===== src/rtl/cpc_ramcfg_pkg.sv =====
// cpc_ramcfg_pkg
// Shared definitions for the CPC 1MB RAM configuration capture front end:
// FSM state encoding, the config-port select pattern, the bit positions of
// the captured fields inside the config byte, and the port-match helper.
package cpc_ramcfg_pkg;

  // Capture FSM states
  typedef enum logic [2:0] {
    IDLE    = 3'd0,
    QUAL    = 3'd1,
    ARMED   = 3'd2,
    COMMIT  = 3'd3,
    WAIT_HI = 3'd4
  } cfg_state_e;

  // D7:D6 pattern that selects the RAM configuration register
  localparam logic [1:0] CFG_SEL_HI = 2'b11;

  // Field positions inside the config byte
  localparam int RAMBLOCK_LSB = 0;
  localparam int RAMBLOCK_MSB = 2;
  localparam int ADRHI_LSB    = 3;
  localparam int ADRHI_MSB    = 5;

  // True when an I/O write targets the RAM configuration port
  function automatic logic cfg_match(input logic a15, input logic [7:0] d);
    return (a15 == 1'b0) && (d[7:6] == CFG_SEL_HI);
  endfunction

endpackage


===== src/rtl/cpc_sync_bit.sv =====
// cpc_sync_bit
// N-stage single-bit synchroniser with asynchronous active-low reset to a
// parameterised level.
// Ports:
//   clk   - destination clock
//   rst_n - asynchronous active-low reset (all stages load RST_VAL)
//   din   - asynchronous input
//   dout  - synchronised output (last stage)
module cpc_sync_bit #(
  parameter int   N       = 2,
  parameter logic RST_VAL = 1'b1
) (
  input  logic clk,
  input  logic rst_n,
  input  logic din,
  output logic dout
);

  logic [N-1:0] stage_r;

  // Shift the asynchronous input through the synchroniser chain
  always_ff @(posedge clk or negedge rst_n) begin
    if (!rst_n) begin
      stage_r <= {N{RST_VAL}};
    end else begin
      stage_r <= {stage_r[N-2:0], din};
    end
  end

  assign dout = stage_r[N-1];

endmodule


===== src/rtl/cpc_ramcfg_capture.sv =====
// cpc_ramcfg_capture
// Clocked front end for the 1MB RAM expansion decode. Watches Z80 I/O
// write cycles, qualifies writes to the RAM configuration port
// (A15=0, D7:D6=11) and, when the write strobe is released, presents the
// captured fields to the downstream chip-select / RAMDIS decoder.
// Ports:
//   CLK        - board clock, >= 4x Z80 clock
//   RESET_B    - asynchronous active-low reset
//   IOREQ_B    - Z80 I/O request (async)
//   WR_B       - Z80 write strobe (async)
//   A15, A8    - address bits; A8 selects the 512K SRAM
//   D          - Z80 data bus
//   ramblock   - config D2:D0
//   ramadrhi   - config D5:D3 in bits 4:2, bits 1:0 zero
//   bank_sel   - latched A8
//   cfg_strobe - one-cycle pulse per commit
//   cfg_count  - committed-write counter, wraps
module cpc_ramcfg_capture
  import cpc_ramcfg_pkg::*;
#(
  parameter int SYNC_STAGES = 2,
  parameter int MIN_LOW     = 3,
  parameter int CNT_W       = 8
) (
  input  logic             CLK,
  input  logic             RESET_B,
  input  logic             IOREQ_B,
  input  logic             WR_B,
  input  logic             A15,
  input  logic             A8,
  input  logic [7:0]       D,
  output logic [2:0]       ramblock,
  output logic [4:0]       ramadrhi,
  output logic             bank_sel,
  output logic             cfg_strobe,
  output logic [CNT_W-1:0] cfg_count
);

  localparam int QW = $clog2(MIN_LOW + 1);
  localparam int SW = $clog2(SYNC_STAGES + 1);
  localparam logic [QW-1:0] QMAX      = QW'(MIN_LOW);
  localparam logic [QW-1:0] QONE      = QW'(1);
  localparam logic [SW-1:0] SETTLE    = SW'(SYNC_STAGES);
  localparam logic [SW-1:0] SONE      = SW'(1);
  localparam logic [CNT_W-1:0] CNT_ONE = CNT_W'(1);

  logic       iorq_sync_s;
  logic       wr_sync_s;
  logic       io_wr_s;

  cfg_state_e state_r;
  cfg_state_e state_nxt_s;
  logic [QW-1:0] qcnt_r;
  logic [SW-1:0] settle_r;
  logic       seen_hi_r;

  logic       qual_start_s;
  logic       qual_inc_s;
  logic       load_shadow_s;
  logic       commit_s;

  logic [2:0] shadow_block_r;
  logic [2:0] shadow_adrhi_r;
  logic       shadow_bank_r;

  cpc_sync_bit #(.N(SYNC_STAGES), .RST_VAL(1'b1)) u_sync_iorq (
    .clk   (CLK),
    .rst_n (RESET_B),
    .din   (IOREQ_B),
    .dout  (iorq_sync_s)
  );

  cpc_sync_bit #(.N(SYNC_STAGES), .RST_VAL(1'b1)) u_sync_wr (
    .clk   (CLK),
    .rst_n (RESET_B),
    .din   (WR_B),
    .dout  (wr_sync_s)
  );

  assign io_wr_s = ~iorq_sync_s & ~wr_sync_s;

  // Next-state decode and per-cycle action strobes
  always_comb begin
    state_nxt_s   = state_r;
    qual_start_s  = 1'b0;
    qual_inc_s    = 1'b0;
    load_shadow_s = 1'b0;
    commit_s      = 1'b0;
    case (state_r)
      IDLE: begin
        // seen_hi_r blocks a strobe that was already low at reset release
        if (io_wr_s && seen_hi_r) begin
          state_nxt_s  = QUAL;
          qual_start_s = 1'b1;
        end else begin
          state_nxt_s = IDLE;
        end
      end
      QUAL: begin
        if (!io_wr_s) begin
          state_nxt_s = IDLE;
        end else if (qcnt_r < QMAX) begin
          qual_inc_s = 1'b1;
        end else if (cfg_match(A15, D)) begin
          load_shadow_s = 1'b1;
          state_nxt_s   = ARMED;
        end else begin
          state_nxt_s = WAIT_HI;
        end
      end
      ARMED: begin
        // Commit on release so the decoder never sees a mid-write change
        if (!io_wr_s) begin
          commit_s    = 1'b1;
          state_nxt_s = COMMIT;
        end else begin
          state_nxt_s = ARMED;
        end
      end
      COMMIT: begin
        state_nxt_s = IDLE;
      end
      WAIT_HI: begin
        if (!io_wr_s) begin
          state_nxt_s = IDLE;
        end else begin
          state_nxt_s = WAIT_HI;
        end
      end
      default: begin
        state_nxt_s = IDLE;
      end
    endcase
  end

  // FSM, qualification counter and reset-settle tracking
  always_ff @(posedge CLK or negedge RESET_B) begin
    if (!RESET_B) begin
      state_r   <= IDLE;
      qcnt_r    <= '0;
      settle_r  <= '0;
      seen_hi_r <= 1'b0;
    end else begin
      state_r <= state_nxt_s;
      if (qual_start_s) begin
        qcnt_r <= QONE;
      end else if (qual_inc_s) begin
        qcnt_r <= qcnt_r + QONE;
      end else begin
        qcnt_r <= qcnt_r;
      end
      // The synchroniser output only reflects the pins once the preset
      // values have been flushed out of every stage.
      if (settle_r != SETTLE) begin
        settle_r <= settle_r + SONE;
      end else begin
        settle_r <= settle_r;
      end
      if ((settle_r == SETTLE) && !io_wr_s) begin
        seen_hi_r <= 1'b1;
      end else begin
        seen_hi_r <= seen_hi_r;
      end
    end
  end

  // Shadow capture of the qualification-cycle sample
  always_ff @(posedge CLK or negedge RESET_B) begin
    if (!RESET_B) begin
      shadow_block_r <= 3'd0;
      shadow_adrhi_r <= 3'd0;
      shadow_bank_r  <= 1'b0;
    end else if (load_shadow_s) begin
      shadow_block_r <= D[RAMBLOCK_MSB:RAMBLOCK_LSB];
      shadow_adrhi_r <= D[ADRHI_MSB:ADRHI_LSB];
      shadow_bank_r  <= A8;
    end else begin
      shadow_block_r <= shadow_block_r;
      shadow_adrhi_r <= shadow_adrhi_r;
      shadow_bank_r  <= shadow_bank_r;
    end
  end

  // Registered outputs, loaded on the edge that enters COMMIT
  always_ff @(posedge CLK or negedge RESET_B) begin
    if (!RESET_B) begin
      ramblock   <= 3'd0;
      ramadrhi   <= 5'd0;
      bank_sel   <= 1'b0;
      cfg_strobe <= 1'b0;
      cfg_count  <= '0;
    end else begin
      cfg_strobe <= commit_s;
      if (commit_s) begin
        ramblock  <= shadow_block_r;
        ramadrhi  <= {shadow_adrhi_r, 2'b00};
        bank_sel  <= shadow_bank_r;
        cfg_count <= cfg_count + CNT_ONE;
      end else begin
        ramblock  <= ramblock;
        ramadrhi  <= ramadrhi;
        bank_sel  <= bank_sel;
        cfg_count <= cfg_count;
      end
    end
  end

endmodule


===== config.mk =====
export PLATFORM = sky130hd
export DESIGN_NAME = cpc_ramcfg_capture
export DESIGN_NICKNAME = d
export VERILOG_FILES = /design/src/rtl/cpc_ramcfg_pkg.sv /design/src/rtl/cpc_sync_bit.sv /design/src/rtl/cpc_ramcfg_capture.sv
export SDC_FILE = /design/constraint.sdc
export NUM_CORES = 1
export LEC_CHECK = 0
export ABC_AREA = 1
export CAP_MARGIN = 30
export CORE_MARGIN = 8
export CORE_UTILIZATION = 50
export DETAILED_ROUTE_END_ITERATION = 6
export PLACE_DENSITY_LB_ADDON = 0.25
export SYNTH_ARGS = -nofsm -noshare
export SYNTH_HDL_FRONTEND = slang
export SYNTH_SLANG_ARGS = --single-unit
export TNS_END_PERCENT = 5

===== constraint.sdc =====
create_clock -name CLK -period 1.7 [get_ports CLK]
set_input_delay 0.17 -clock CLK [delete_from_list [all_inputs] [get_ports CLK]]
set_output_delay 0.17 -clock CLK [all_outputs]
set_load 0.02 [all_outputs]

==> out/results.ini, run 1 <==
[status]
run_status=finished clean

[pwr]
p_leak_uw=0.000941
power-per-cell-area_nw_per_um2=924
p_total_uw=1790
peakVddDrop_uv=483

[die]
die_height_um=72.1
core.rowCount=20
top_level_ports=32
fp.coreArea_um2=3030
die-width_um=72.1
floorplan.die_area_um2=5200
starting_utilization_of_the_core_area_pct=52.0

[cells_and_area]
sequential_cell_area_in_the_final_layout_um2=881
multi_input_area_um2=592
layout.nets=224
flow.area_growth_from_synthesis_pct=22.7
post_route_cells_drive_above_1_share_pct=10.1
finalCoreUtilization_pct=63.8
fill_cells=256
num_antenna_cells=0

[sta]
report.final.hold_viol_count=0
fin_crit_sh_pct=92.9
setup-violations-final=0
setup_total_negative_slack_ps=0
maxSlewViolCount=0
max_freq_ghz=0.633
grt_setup_unrepaired=false
post-route-min-period_ps=1580
fin_skew_ps=8.85

[setup_path]
path_class=register to output port
critPathCapture=cfg_count[3]
worst-path-max-fanout=6
worstPathArrival_ps=1410
cp_slowest_cell=clkdlybuf4s50_1
worstReg2RegStart=state_r[2]$_DFFE_PN0P_
r2r_depth=7
crit_path_cell_chain=clkdlybuf4s50_1
r2r_end=qcnt_r[1]$_DFFE_PN0P_
worstSetupStartpoint=cfg_count[3]$_DFFE_PN0P_
worst-r2r-setup-slack_ps=310
critical_path_cell_count=1
setup.worst_path.start_class=register
path_delay_family=buffers and inverters
cp_data_required_time_ps=1530
slowest_delay_ps=640
critical_path.n_buffers_inverters=1
crit_path_end_kind=output port

[routing]
dr_total_vias=1211
route.detailed.vias_per_inst=4.81
wirelength_um=2970
drc=0
detail-route-antenna-nets=0
drtIter0Drc=84
wire_per_inst_um=11.8
firstDrtPassIters=5

[clock_network]
ctsLongestPathBuffers=2
h_tree_lvls=2
clk-insertion-delay-late_ps=330
cts_hold_repair.buffers=0
ctsResizeCount=0
cts_made_buffers=5
tritoncts=built
cts_root_buf=clkbuf_4
clk_pin_slew_ps=100
post-cts-setup-buffers=0
cts.sink_count=35

[global_route]
maximum_number_of_pins_on_one_net_before_global_route_repair=19
grt_pass1_wl_um=5280
total_global_routing_track_utilization_pct=12.5
grt_antenna_before_repair=0
grt_remaining_overflow=0
grt_pass1_vias=1255

[yosys]
syn_area_um2=1570
post_synth_inst_count=174
synth_top_cell_area_share_pct=49.3
yosys.area_share.adder_pct=2.38
synth-seq-cells=35
synth_top_family_by_area=simple AND/OR/NAND/NOR gates
synth_compound_gate_area_share_pct=1.75
postSynthAreaPerCell_um2=9.05
synthXorXnorAreaFrac_pct=1.11
yosysTopAreaCell=dfrtp_1
yosys_warnings=0
synthTopCellsByArea=dfrtp_1 49%, nand2_1 18%, dfstp_2 6.7%, nand4_1 3.6%, nand3_1 2.9%
synth_cell_type_count=24
yosys-mux-area-fraction_pct=0
synth-simple-area-share_pct=31.9
portion_of_the_post_synthesis_area_used_by_sequential_elements_pct=56.0

[place]
dp.final_hpwl_um=2290
io_buffer_count=29
finalWeightedCongestion=0.794

[run]
cap_violations=0

[hold_path]
min-delay-path-class=primary input to asynchronous set/reset pin

## worst reg2reg max path, cell delays in order (launching register included)
cell and delay [ps]:
dfrtp_1 410, nor2_1 110, nand2_1 60, inv_1 280, nand3_1 200, inv_1 150, nand2_1 60, nand2_1 60
## cell usage in the layout (no fill, tap or decap)
master,count
nand2_1,74
a21o_1,1
dfrtp_1,31
conb_1,2
inv_1,10
clkbuf_1,2
clkinv_2,1
buf_4,2
nand2_2,1
inv_2,3
nand3b_1,2
nand4_1,9
ha_1,3
a21oi_1,1
nor3_1,1
clkdlybuf4s50_1,29
nor3_4,1
clkbuf_4,5
o21ai_0,3
nand3_2,1
nand3_4,1
nand3_1,9
xor2_1,1
nor2_1,8
dfstp_2,4
xnor2_1,1
nor2_4,2
## cell families after synthesis
logic type | Yosys count
and+or+nand+nor | 109
DFF | 35
buffers and inverters | 19
AOI/OAI and AO/OA | 5
adders and majority gates | 3
xor gates and xnor gates | 2
other | 1
## Yosys cell counts (all sizes together)
master  instances
dfstp           4
o21ai           3
inv            13
nand3          11
nand2          75
a21o            1
a21oi           1
conb            1
nor2           10
buf             6
nand3b          2
nor3            2
xor2            1
ha              3
xnor2           1
dfrtp          31
nand4           9
## final cells by class
cell class / count / share of cell area (%)
clock buffers: 7 / 2.33
clock inverters: 1 / 0.259
inverters: 13 / 2.53
multi-input cells: 121 / 30.6
flip-flops and latches: 35 / 45.6
well taps: 44 / 2.85
repair buffers: 31 / 15.8
## power by group
group          leakage [µW]  switching, µW  internal (µW)
Sequential         0.000454           72.4            913
Combinational      0.000457            222            160
Clock             0.0000293            257            161
Total              0.000941            551           1230
## state kept, by name (all words and copies together), names as in the netlist
name	cells
seen_hi_r	1
u_sync_iorq.stage_r	2
shadow_block_r	3
state_r	3
bank_sel	1
ramadrhi	3
cfg_strobe	1
shadow_bank_r	1
settle_r	2
qcnt_r	2
u_sync_wr.stage_r	2
shadow_adrhi_r	3
cfg_count	8
ramblock	3
## metrics by stage
step	cells	hold WS, ps	setup WS [ps]	cell area, µm²
after global placement	244	346	293	1880
after CTS	252	103	102	1930
after detailed placement	244	347	245	1880
final	252	109	121	1930
after floorplan	175	-126	486	1580
after global routing	252	116	60.0	1930
## worst min-delay path by stage
stage	startpoint	endpoint	cells after the start	slack, ps
detailed placement	u_sync_iorq.stage_r[0]$_DFF_PN1_	u_sync_iorq.stage_r[1]$_DFF_PN1_	0	350
floorplan	RESET_B	bank_sel$_DFFE_PN0P_	0	-130
global placement	u_sync_iorq.stage_r[0]$_DFF_PN1_	u_sync_iorq.stage_r[1]$_DFF_PN1_	0	350
finish	RESET_B	qcnt_r[0]$_DFFE_PN0P_	1	110
CTS	RESET_B	qcnt_r[0]$_DFFE_PN0P_	1	100
global route	RESET_B	state_r[0]$_DFFE_PN0P_	1	120
## layer usage
metal  track usage (%)  vias to the layer above  wire [µm]
met5                 0                        -          0
met4              5.22                        0         27
met3              4.13                        4        198
met2              21.4                       34       1420
met1              14.0                      558       1330
li1                  -                      615          -
Power figures use the tool's default switching activity.
==> run 2: changes to the inputs <==
- SKIP_LAST_GASP: not set -> 1
==> results of run 2 <==
Final layout, timing and power as in run 1 (identical DEF).
==> run 3: changes to the inputs <==
- CAP_MARGIN: 30 -> 10
==> results of run 3 <==
Final layout, timing and power as in run 1 (identical DEF).
